$ cat config.mk
export PLATFORM = sky130hd
export DESIGN_NAME = cofre_controlador
export DESIGN_NICKNAME = d
export VERILOG_FILES = /design/src/rtl/cofre_pkg.sv /design/src/rtl/comparador_digito.sv /design/src/rtl/cofre_controlador.sv
export SDC_FILE = /design/constraint.sdc
export NUM_CORES = 1
export LEC_CHECK = 0
export CAP_MARGIN = 5
export CORE_MARGIN = 5
export CORE_UTILIZATION = 57
export DETAILED_ROUTE_END_ITERATION = 12
export PLACE_DENSITY = 0.81
export SLEW_MARGIN = 20
export SYNTH_ARGS = -nofsm -noshare
export SYNTH_HDL_FRONTEND = slang
export SYNTH_SLANG_ARGS = --single-unit
$ cat constraint.sdc
create_clock -name clk -period 3.8 [get_ports clk]
set_clock_uncertainty 0.15 [all_clocks]
set_input_delay 0.95 -clock clk [delete_from_list [all_inputs] [get_ports clk]]
set_output_delay 0.95 -clock clk [all_outputs]
set_load 0.005 [all_outputs]
$ cat src/rtl/cofre_pkg.sv
// cofre_pkg: shared types and constants for the safe-lock controller.
//   estado_t    : controller state encoding
//   SEG_0..SEG_9: active-low seven-segment patterns {dp,g,f,e,d,c,b,a}
//   lock_cnt_w  : width of the lockout down-counter
//   seg7        : digit (0-9) to segment pattern; anything else blanks
package cofre_pkg;

    typedef enum logic [1:0] {
        ENTRADA   = 2'd0,
        COMPARA   = 2'd1,
        ABERTO    = 2'd2,
        BLOQUEADO = 2'd3
    } estado_t;

    localparam logic [7:0] SEG_0   = 8'hC0;
    localparam logic [7:0] SEG_1   = 8'hF9;
    localparam logic [7:0] SEG_2   = 8'hA4;
    localparam logic [7:0] SEG_3   = 8'hB0;
    localparam logic [7:0] SEG_4   = 8'h99;
    localparam logic [7:0] SEG_5   = 8'h92;
    localparam logic [7:0] SEG_6   = 8'h82;
    localparam logic [7:0] SEG_7   = 8'hF8;
    localparam logic [7:0] SEG_8   = 8'h80;
    localparam logic [7:0] SEG_9   = 8'h90;
    localparam logic [7:0] SEG_OFF = 8'hFF;

    function automatic int lock_cnt_w(input int ciclos);
        return $clog2(ciclos + 1);
    endfunction

    function automatic logic [7:0] seg7(input logic [3:0] v);
        case (v)
            4'd0:    return SEG_0;
            4'd1:    return SEG_1;
            4'd2:    return SEG_2;
            4'd3:    return SEG_3;
            4'd4:    return SEG_4;
            4'd5:    return SEG_5;
            4'd6:    return SEG_6;
            4'd7:    return SEG_7;
            4'd8:    return SEG_8;
            4'd9:    return SEG_9;
            default: return SEG_OFF;
        endcase
    endfunction

endpackage

$ cat src/rtl/comparador_digito.sv
// comparador_digito: compares one entered digit against one stored digit.
//   a, b       : digits to compare
//   igual      : |a-b| == 0
//   dentro_tol : |a-b| <= TOLERANCE
module comparador_digito #(
    parameter int WIDTH     = 4,
    parameter int TOLERANCE = 3
) (
    input  logic [WIDTH-1:0] a,
    input  logic [WIDTH-1:0] b,
    output logic             igual,
    output logic             dentro_tol
);

    logic [WIDTH:0]   sub;
    logic [WIDTH-1:0] dif;

    // One extra bit so the borrow tells us which operand was larger.
    assign sub        = {1'b0, a} - {1'b0, b};
    assign dif        = sub[WIDTH] ? WIDTH'(-sub) : sub[WIDTH-1:0];
    assign igual      = (dif == '0);
    assign dentro_tol = (32'(dif) <= 32'(TOLERANCE));

endmodule

$ cat src/rtl/cofre_controlador.sv
// cofre_controlador: sequential safe-lock controller.
//   clk, reset_n      : clock, synchronous active-low reset
//   senha             : stored code, digit 0 in the MSB field
//   digito/_valido    : one entered digit per strobe
//   fechar            : relock request while open
//   led0/led1/led2    : open / near miss / wrong
//   bloqueado         : lockout in progress
//   display           : active-low attempts-left digit
// Build option: COFRE_DISPLAY_EN enables the seven-segment decoder;
// without it display is held at 8'hFF.
module cofre_controlador
    import cofre_pkg::*;
#(
    parameter int WIDTH          = 4,
    parameter int DIGITS         = 4,
    parameter int TOLERANCE      = 3,
    parameter int MAX_TENTATIVAS = 3,
    parameter int LOCKOUT_CYCLES = 1000
) (
    input  logic                    clk,
    input  logic                    reset_n,
    input  logic [DIGITS*WIDTH-1:0] senha,
    input  logic [WIDTH-1:0]        digito,
    input  logic                    digito_valido,
    input  logic                    fechar,
    output logic                    led0,
    output logic                    led1,
    output logic                    led2,
    output logic                    bloqueado,
    output logic [7:0]              display
);

    localparam int IW = (DIGITS > 1) ? $clog2(DIGITS) : 1;
    localparam int CW = lock_cnt_w(LOCKOUT_CYCLES);
    localparam logic [3:0] MAX_T = 4'(MAX_TENTATIVAS);
`ifdef COFRE_DISPLAY_EN
    localparam logic [7:0] DISP_RST = seg7(MAX_T);
`else
    localparam logic [7:0] DISP_RST = SEG_OFF;
`endif

    estado_t                        estado, estado_n;
    logic [IW-1:0]                  idx, idx_n;
    logic [DIGITS-1:0][WIDTH-1:0]   buffer, buffer_n;
    logic [3:0]                     falhas, falhas_n;
    logic [CW-1:0]                  cnt, cnt_n;
    logic                           led0_n, led1_n, led2_n, bloq_n;
    logic [7:0]                     display_n;

    logic [DIGITS-1:0]              igual, dentro_tol;
    logic                           todos_iguais, todos_tol;

    // buffer[i] holds entered digit i; stored digit i sits MSB-first in senha.
    for (genvar i = 0; i < DIGITS; i++) begin : g_cmp
        comparador_digito #(
            .WIDTH     (WIDTH),
            .TOLERANCE (TOLERANCE)
        ) u_cmp (
            .a          (buffer[i]),
            .b          (senha[(DIGITS-1-i)*WIDTH +: WIDTH]),
            .igual      (igual[i]),
            .dentro_tol (dentro_tol[i])
        );
    end

    assign todos_iguais = &igual;
    assign todos_tol    = &dentro_tol;

    always_comb begin
        estado_n = estado;
        idx_n    = idx;
        buffer_n = buffer;
        falhas_n = falhas;
        cnt_n    = cnt;
        led0_n   = led0;
        led1_n   = led1;
        led2_n   = led2;
        bloq_n   = bloqueado;
        case (estado)
            ENTRADA: begin
                if (digito_valido) begin
                    buffer_n[idx] = digito;
                    if (idx == '0) begin
                        led1_n = 1'b0;
                        led2_n = 1'b0;
                    end
                    if (idx == IW'(DIGITS - 1)) begin
                        idx_n    = '0;
                        estado_n = COMPARA;
                    end else begin
                        idx_n = idx + 1'b1;
                    end
                end
            end
            COMPARA: begin
                if (todos_iguais) begin
                    led0_n   = 1'b1;
                    falhas_n = '0;
                    estado_n = ABERTO;
                end else begin
                    if (todos_tol) led1_n = 1'b1;
                    else           led2_n = 1'b1;
                    falhas_n = falhas + 4'd1;
                    if (falhas_n == MAX_T) begin
                        estado_n = BLOQUEADO;
                        bloq_n   = 1'b1;
                        cnt_n    = CW'(LOCKOUT_CYCLES - 1);
                    end else begin
                        estado_n = ENTRADA;
                    end
                end
            end
            ABERTO: begin
                // digito_valido is ignored here, so fechar always wins.
                if (fechar) begin
                    led0_n   = 1'b0;
                    estado_n = ENTRADA;
                end
            end
            BLOQUEADO: begin
                // Counter loaded with L-1 on entry: exit on the L-th edge.
                if (cnt == '0) begin
                    falhas_n = '0;
                    led1_n   = 1'b0;
                    led2_n   = 1'b0;
                    bloq_n   = 1'b0;
                    estado_n = ENTRADA;
                end else begin
                    cnt_n = cnt - 1'b1;
                end
            end
            default: estado_n = ENTRADA;
        endcase

        // Derived from next-state values so it moves with the fail counter.
`ifdef COFRE_DISPLAY_EN
        display_n = (estado_n == BLOQUEADO) ? SEG_0 : seg7(MAX_T - falhas_n);
`else
        display_n = SEG_OFF;
`endif
    end

    always_ff @(posedge clk) begin
        if (!reset_n) begin
            estado    <= ENTRADA;
            idx       <= '0;
            buffer    <= '0;
            falhas    <= '0;
            cnt       <= '0;
            led0      <= 1'b0;
            led1      <= 1'b0;
            led2      <= 1'b0;
            bloqueado <= 1'b0;
            display   <= DISP_RST;
        end else begin
            estado    <= estado_n;
            idx       <= idx_n;
            buffer    <= buffer_n;
            falhas    <= falhas_n;
            cnt       <= cnt_n;
            led0      <= led0_n;
            led1      <= led1_n;
            led2      <= led2_n;
            bloqueado <= bloq_n;
            display   <= display_n;
        end
    end

endmodule

Yosys cells after proc, flatten, opt, wreduce, memory -nomap -nowiden
Cells that the tools add are included.
{"block": "word_totals", "register_bits": 38, "latchBits": 0, "ramBits": 0, "romBits": 0, "input_bits": 24, "output_inout_bits": 12, "word_cells": 103, "memories": 0}
{"block": "classes", "add_sub_neg": 11, "multipliers": 0, "n_div": 0, "magnitude_cmp": 6, "eq_ne": 16, "shift": 0, "n_mux": 37, "bitwise_logic": 0, "reduce_logical": 21}
{"operator": "$mux 10", "count": 3}
{"operator": "$mux 4", "count": 7}
{"operator": "$ne 2x2->1 const B", "count": 11}
{"operator": "$pmux 10 s2", "count": 1}
{"operator": "$reduce_and 4->1", "count": 5}
{"operator": "$sub 4x4->5", "count": 4}
{"operator": "$bwmux 16", "count": 1}
{"operator": "$le 4x2->1 const B", "count": 4}
{"operator": "$logic_not 4->1", "count": 4}
{"operator": "$neg 4->4", "count": 4}
{"operator": "$mux 2", "count": 7}
{"operator": "$reduce_and 6->1", "count": 2}
{"operator": "$mux 1", "count": 11}
{"operator": "$logic_not 10->1", "count": 1}
{"operator": "$sub 10x1->10 const B", "count": 1}
{"operator": "$demux 4 s2", "count": 1}
{"operator": "$pmux 2 s4", "count": 1}
{"operator": "$pmux 4 s2", "count": 1}
{"operator": "$eq 2x2->1 const B", "count": 3}
{"operator": "$pmux 1 s3", "count": 2}
{"operator": "$add 4x1->4 const B", "count": 1}
{"operator": "$eq 4x2->1 const B", "count": 1}
{"operator": "$logic_not 2->1", "count": 2}
{"operator": "$pmux 1 s2", "count": 2}
{"operator": "other kinds (9)", "count": 11}

Depth between registers and ports, before layout
Gate-level depths: netlist (run 1).
{"block": "logic_depth", "word_depth": 8, "ltp_mapped": 12, "mapped_depth_nobuf": 11}

Modules after synthesis
A second synthesis (run 1) with hierarchy kept.
{"block": "unflattened", "cells_unflattened": 336, "area_unflattened_um2": 2745.1}
{"module": "cofre_controlador", "n_inst": 1, "cells_per_inst": 249, "area_per_inst_um2": 2003.2, "seq_area_each_um2": 760.7}
{"module": "comparador_digito (g_cmp[0].u_cmp ...)", "n_inst": 3, "cells_per_inst": 22, "area_per_inst_um2": 187.7, "seq_area_each_um2": 0.0}
{"module": "comparador_digito (g_cmp[2].u_cmp)", "n_inst": 1, "cells_per_inst": 21, "area_per_inst_um2": 178.9, "seq_area_each_um2": 0.0}

Worst setup path before layout (run 1)
Ideal clock, no wire load.
{"block": "synth_path", "path_type": "input -> register", "startpoint": "input port senha[4]", "endpoint": "register cnt[3]", "setup_time_ns": 0.070, "arrival_time_ns": 3.321, "required_time_ns": 3.580, "slack_ns": 0.259, "stages": 10, "n_path_buf": 1, "cell_sequence": "ha_1 inv_1 fa_1 o21bai_1 or4_1 and4b_4 and4_4 buf_6 or4_1 a21boi_1"}
{"block": "synth_via", "elab_chain_len": 7}
{"element": "start, declared", "line_no": "cofre_controlador.sv:22", "rtl": "input logic [DIGITS*WIDTH-1:0] senha,"}
{"element": "$sub 4x4->5 *", "line_no": "comparador_digito.sv:19", "rtl": "assign sub = {1'b0, a} - {1'b0, b};"}
{"element": "$neg 4->4", "line_no": "comparador_digito.sv:20", "rtl": "assign dif = sub[WIDTH] ? WIDTH'(-sub) : sub[WIDTH-1:0];"}
{"element": "$mux 4 *", "line_no": "comparador_digito.sv:20"}
{"element": "$logic_not 4->1 *", "line_no": "comparador_digito.sv:21", "rtl": "assign igual = (dif == '0);"}
{"element": "$reduce_and 4->1 *", "line_no": "cofre_controlador.sv:66", "rtl": "assign todos_iguais = &igual;"}
{"element": "$ne 2x2->1 (no source line) *"}
{"element": "$reduce_and 4->1 (no source line) *"}
{"element": "end signal, assigned", "line_no": "cofre_controlador.sv:160", "rtl": "cnt <= cnt_n;"}
{"element": "end, declared", "line_no": "cofre_controlador.sv:46", "rtl": "logic [CW-1:0] cnt, cnt_n;"}
Mark *: on every way between the ends. The rest lies on a longest branch, timed or not.
A chain may end at the register's enable or synchronous reset.

Worst setup path after layout (run 1)
{"block": "layout_path", "startpoint": "input port senha[0]", "endpoint": "register cnt[3]"}
The elaborated chain is that of the path after synthesis.

==> impl_results.md, run 1 <==
* Post-place instance area at 3380 um2
* Met1 Track Usage GR at 32.5%
* Largest net degree at the start of global routing at 25
* Clock Latency Late Sink at 300 ps
* GPL Wtd Cong at 0.866
* Hold-fix buffers at CTS at 0
* Leakage power at 1.44 nW
* Switching Fraction at 28.6%
* Sw Pwr at 329 uW
* Worst Hold Class: reg2reg
* CP Launch Type: input port
* Final Hold Viols at 0
* Critical path required time at 3890 ps
* Rel. slew slack at 55.7%
* Pre-Repair DR Iteration Count at 5
* Clock group share of total power at 38.0%
* Tcrit/Tclk final at 98.2%
* Final setup vio count at 0
* Vias in the first global route at 2646
* CTS root buffer: clkbuf_8
* Seq cells post-synth at 38
* Status: finished clean
* Design Area, Final at 3550 um2
* CP max-delay cell: or4b_1
* Routed vias at 2951
* Layout area overhead at 19.0%
* Worst vdd ir at 0.268 mV
* Max FO, Critical Path at 5
* Met2 GRT Util at 36.2%
* Finished Layout Cells at 497
* Final Max Tran Viols at 0
* Clock Tree Buf Depth at 2
* Post-synth EDFFs at 0
* Num CTS Buffers at 5
* Top-count cell post-synth: nand2_1
* Num ports at 36
* Worst Path Buf+Inv at 2
* Inserted Diodes at 0
* Share of cells above drive strength 1 at 8.90%
* Synth top area share at 25.5%
* Yosys cell types at 59
* Die area at 6780 um2
* DRT antenna net count at 0
* Port buffer count at 27
* GR peak layer: met2
* Placed insts at 488
* Synth Instances at 387
* Met3 GRT Util at 2.93%
* FP Rows at 26
* Commonest cells post-synth: nand2_1, dfxtp_1, inv_1
* Element type at the critical path end: register
* Die width at 82.3 um
* Post-route minimum period at 3730 ps
* Crit-path max cell delay at 530 ps
* Post-Syn Area at 2980 um2
* Main flop type after synthesis: dfxtp_1
* Least-Margin Pin Slew at 664 ps
* Final wirelength at 7340 um
* Yosys warnings at 0
* Initial antenna violation count at 0
* Wire per inst at 14.8 um
* Syn_area_per_cell at 7.71 um2
* DRC viols at 0
* CP arrival at 3820 ps
* Synth async-reset ratio at 0%
* GR Util All Layers at 23.0%
* CTS tree: done
* H-tree levels at 2
* FMAX at 268 MHz
* # nets final at 483
* Biggest area consumer among synthesized cells: dfxtp_1
* Starting density of the core at 58.4%
* Combinational cell fraction of total power at 24.6%
* Hpwl dp at 5560 um
* Critical path's top delay family: simple AND/OR/NAND/NOR gates
* Cell Chain, Critical Path: clkdlybuf4s50_1 -> ha_1 -> inv_1 -> fa_1 -> nor2b_1 -> or4b_1 -> a41oi_2 -> a21oi_1 -> and4_4 -> or4_1 -> a21boi_1
* Synth area leaders: dfxtp_1, ha_1, nand3_1
* Detailed Route Iter0 Violations at 322
* Final WS setup at 68.9 ps
* First-pass GRT wire length at 12200 um
* Critical path class: in2reg
* Die Span Y at 82.3 um
* Clock transition at path regs at 90 ps
* Flop-to-flop setup slack at 820 ps
* Clock Sinks at 38
* Post-DR vias/cell at 5.94
* Pre-CTS setup slack at -228 ps
* Core Footprint at 5110 um2
* Seq/Total Area, Yosys at 25.5%
* Gr ovfl total at 0
* Max_cap viols at 0
* Pwr dens at 324 nW/um2
* Int Pwr at 820 uW
* Sequential share of power at 37.4%
final cells by class:
type | count | area (um2)
clock buffers | 6 | 82.6
clock inverters | 2 | 60.1
fillers | 421 | 1560
inverters | 33 | 124
multi-input cells | 303 | 2030
flip-flops and latches | 38 | 761
well taps | 70 | 87.6
repair buffers | 45 | 405
flip-flops by register name, summed over array words and instances, names as in the netlist:
name,cells
idx,2
led0,1
led2,1
led1,1
cnt,10
buffer,16
bloqueado,1
estado,2
falhas,4
cell families after synthesis:
kind of cell / Yosys count / synth area share, %
AND/OR/NAND/NOR: 176 / 32.6
AO/OA/AOI/OAI: 81 / 17.5
buffers and inverters: 53 / 7.97
flip-flops: 38 / 25.5
adder cells (fa/ha/maj): 33 / 14.8
XOR/XNOR: 4 / 1.17
other: 1 / 0.126
multiplexers: 1 / 0.336
power groups by stage:
stage	Combinational, mW	Sequential [mW]	Clock, mW
floorplan	0.197	0.432	0
global placement	0.263	0.437	0
detailed placement	0.271	0.438	0
CTS	0.274	0.429	0.439
global route	0.315	0.431	0.461
finish	0.283	0.429	0.437
final timing paths:
path | start | end | cells past startpoint
max | senha[0] | cnt[3] | 11
min | buffer[4] | buffer[4] | 2
max reg2reg | buffer[12] | cnt[3] | 11
min reg2reg | buffer[4] | buffer[4] | 2
through the flow:
stage	util (%)	power [mW]	hold slack [ps]	setup TNS (ps)
6_report	69.5	1.15	309	0
5_1_grt	69.5	1.21	342	-8.32
4_1_cts	69.0	1.14	310	0
3_5_place_dp	66.2	0.709	299	-2370
3_3_place_gp	66.2	0.700	295	-1590
2_1_floorplan	-	0.629	286	0
layout by cell type, fill, tap and decap left out, types with 7 or more instances in the layout:
cell and instances:
dfxtp_1 38, inv_1 33, nor2_1 22, or4_1 7
clkdlybuf4s50_1 27, nand4_1 8, o21ai_0 7, nand2_1 39
nand3b_1 7, buf_4 18, ha_1 29, a31oi_1 12
nor3_1 16, a21oi_1 30, conb_1 8, nand3_1 31
layer usage:
layer  part of all wire (%)  vias to the layer above
met2                     46                      112
met5                      0                        -
met4                    1.2                        0
met1                     47                     1369
li1                       -                     1463
met3                    5.6                        7
worst register-to-register path, delay by kind of cell (launching register included):
family          cells  cell delay [ps]
compound gates      3              460
simple gates        4             1250
buf+inv             2              110
flops               1              320
fa+ha+maj           2              640
what timing repair did:
item | 4_1_cts | 5_1_grt
endpoints found under the setup margin | 0 | 13
buffers inserted | 0 | 1
resized for setup | 0 | 5
Power figures use the tool's default switching activity.
==> run 2: changes to the inputs <==
- SLEW_MARGIN: 20 -> unset
==> results of run 2 <==
No change in the layout: final DEF, timing and power equal those of run 1.
==> run 3: changes to the inputs <==
- PLACE_DENSITY: 0.81 -> 0.89
==> run 3 against run 2 <==
- cell area down 0.32%
- clock-buffer cell count up 1
- register-to-register slack about the same
- total power down 12%
- largest power group is now registers
- worst hold slack better by 8.1 ps
- cell count down 0.20%
- clock power down 34%
- critical path depth unchanged
- setup slack worse by 14 ps
- sequential share of layout area up 0.068 points
- die area unchanged
==> impl_results.md, run 3 (synthesis results as in run 1) <==
* DRC viols at 0 (unchanged)
* Post-DR vias/cell at 5.86 (was 5.94)
* Routed vias at 2909 (was 2951)
* Clock Sinks at 38 (unchanged)
* Port buffer count at 27 (unchanged)
* Max_cap viols at 0 (unchanged)
* FP Rows at 26 (unchanged)
* Final setup TNS at 0 ps (unchanged)
* Element type at the critical path end: register (unchanged)
* CP Launch Type: input port (unchanged)
* Clock transition at path regs at 80 ps (was 90 ps)
* Worst vdd ir at 0.215 mV (was 0.268 mV)
* Vias in the first global route at 2562 (was 2646)
* FMAX at 267 MHz (was 268 MHz)
* Pre-CTS setup slack at -264 ps (was -228 ps)
* First-pass GRT wire length at 11600 um (was 12200 um)
* Critical path required time at 3880 ps (was 3890 ps)
* CTS root buffer: clkbuf_8 (unchanged)
* # nets final at 482 (was 483)
* Initial antenna violation count at 0 (unchanged)
* Cell Chain, Critical Path: clkdlybuf4s50_1 -> ha_1 -> inv_1 -> fa_1 -> nor2b_1 -> or4b_1 -> a41oi_2 -> a21oi_2 -> and4_4 -> or4_4 -> a21boi_1 (was clkdlybuf4s50_1 -> ha_1 -> inv_1 -> fa_1 -> nor2b_1 -> or4b_1 -> a41oi_2 -> a21oi_1 -> and4_4 -> or4_1 -> a21boi_1)
* Layout area overhead at 18.7% (was 19.0%)
* Post-route minimum period at 3750 ps (was 3730 ps)
* Worst Hold Class: reg2reg (unchanged)
* Final Hold Viols at 0 (unchanged)
* Num CTS Buffers at 5 (unchanged)
* Clock Tree Buf Depth at 2 (unchanged)
* Commonest non-fill, non-tap cell in the layout: nand2_1 (unchanged)
* GR Util All Layers at 21.8% (was 23.0%)
* DRT antenna net count at 0 (unchanged)
* Num ports at 36 (unchanged)
* Fill cells at 410 (was 421)
* H-tree levels at 2 (unchanged)
* Largest regs: buffer: 16 flops, cnt: 10 flops, falhas: 4 flops (unchanged)
* Die Span Y at 82.3 um (unchanged)
* Final setup vio count at 0 (unchanged)
* Wire per inst at 14.3 um (was 14.8 um)
* Share of cells above drive strength 1 at 10.6% (was 8.90%)
* CTS tree: done (unchanged)
* Final WS setup at 55.0 ps (was 68.9 ps)
* Core Footprint at 5110 um2 (unchanged)
* Hpwl dp at 5470 um (was 5560 um)
* Die area at 6780 um2 (unchanged)
* Final Max Tran Viols at 0 (unchanged)
* Detailed Route Iter0 Violations at 185 (was 322)
* Critical path class: in2reg (unchanged)
* Status: finished clean (unchanged)
* Gr ovfl total at 0 (unchanged)
* Die width at 82.3 um (unchanged)
* Max FO, Critical Path at 5 (unchanged)
* Commonest non-fill, non-tap cells in the layout: nand2_1, dfxtp_1, inv_1, nand3_1, a21oi_1 (unchanged)
* Rel. slew slack at 51.9% (was 55.7%)
* GPL Wtd Cong at 0.918 (was 0.866)
* Clock Latency Late Sink at 290 ps (was 300 ps)
* Largest Register: buffer (unchanged)
* CP arrival at 3830 ps (was 3820 ps)
* Tcrit/Tclk final at 98.6% (was 98.2%)
* Largest register FFs at 16 (unchanged)
* Pwr dens at 287 nW/um2 (was 324 nW/um2)
* Inserted Diodes at 0 (unchanged)
* Largest net degree at the start of global routing at 34 (was 25)
* Least-Margin Pin Slew at 715 ps (was 664 ps)
* Pre-Repair DR Iteration Count at 4 (was 5)
* Final wirelength at 7080 um (was 7340 um)
* Crit-path max cell delay at 510 ps (was 530 ps)
* Starting density of the core at 58.4% (unchanged)
* Leakage power at 1.43 nW (was 1.44 nW)
* CP max-delay cell: fa_1 (was or4b_1)
run 3: worst paths after layout:
check,from,endpoint,slack [ps],depth (start not counted)
worst max register to register,buffer[8],cnt[3],820,10
worst min register to register,buffer[15],buffer[15],320,2
worst min-delay path,buffer[15],buffer[15],320,2
worst max-delay path,senha[0],cnt[3],50,11
run 3: repair_timing:
action,in CTS,in global routing
gates resized for setup,0,15
hold buffers,0,0
setup endpoints to repair,0,18
buffers inserted,0,2
run 3: critical path: cells and delay by family:
family / cells / cell delay [ps]
simple gates: 4 / 1230
fa+ha+maj: 2 / 680
buf+inv: 2 / 530
compound gates: 3 / 420
run 3: cell type report:
type,count,area (um2),share of cell area [%]
Multi-Input combinational cell,303,2070,58.6
Sequential cell,38,761,21.5
Timing Repair Buffer,44,402,11.3
Inverter,33,124,3.50
Tap cell,70,87.6,2.47
Clock buffer,7,86.3,2.44
Clock inverter,1,5.00,0.141
run 3: per-stage QoR:
step | util [%] | std cells | power, mW | area (um2) | hold WS (ps)
after floorplan | - | 394 | 0.629 | 3010 | 286
after global placement | 65.9 | 486 | 0.700 | 3370 | 299
after detailed placement | 65.9 | 486 | 0.711 | 3370 | 308
after CTS | 67.7 | 494 | 1.00 | 3460 | 319
after global routing | 69.3 | 496 | 1.08 | 3540 | 341
final | 69.3 | 496 | 1.02 | 3540 | 317
run 3: layer usage:
metal	part of all wire [%]	GRT usage, %
met1	44	29.5
met4	1.2	6.48
met2	48	35.5
met5	0	0
met3	7.0	3.80
run 3: power breakdown:
group	leakage (nW)	switching [mW]	internal (mW)	total (mW)
clock	0.0482	0.144	0.146	0.290
combinational	1.07	0.163	0.134	0.298
sequential	0.307	0.0152	0.413	0.429
total	1.43	0.322	0.694	1.02
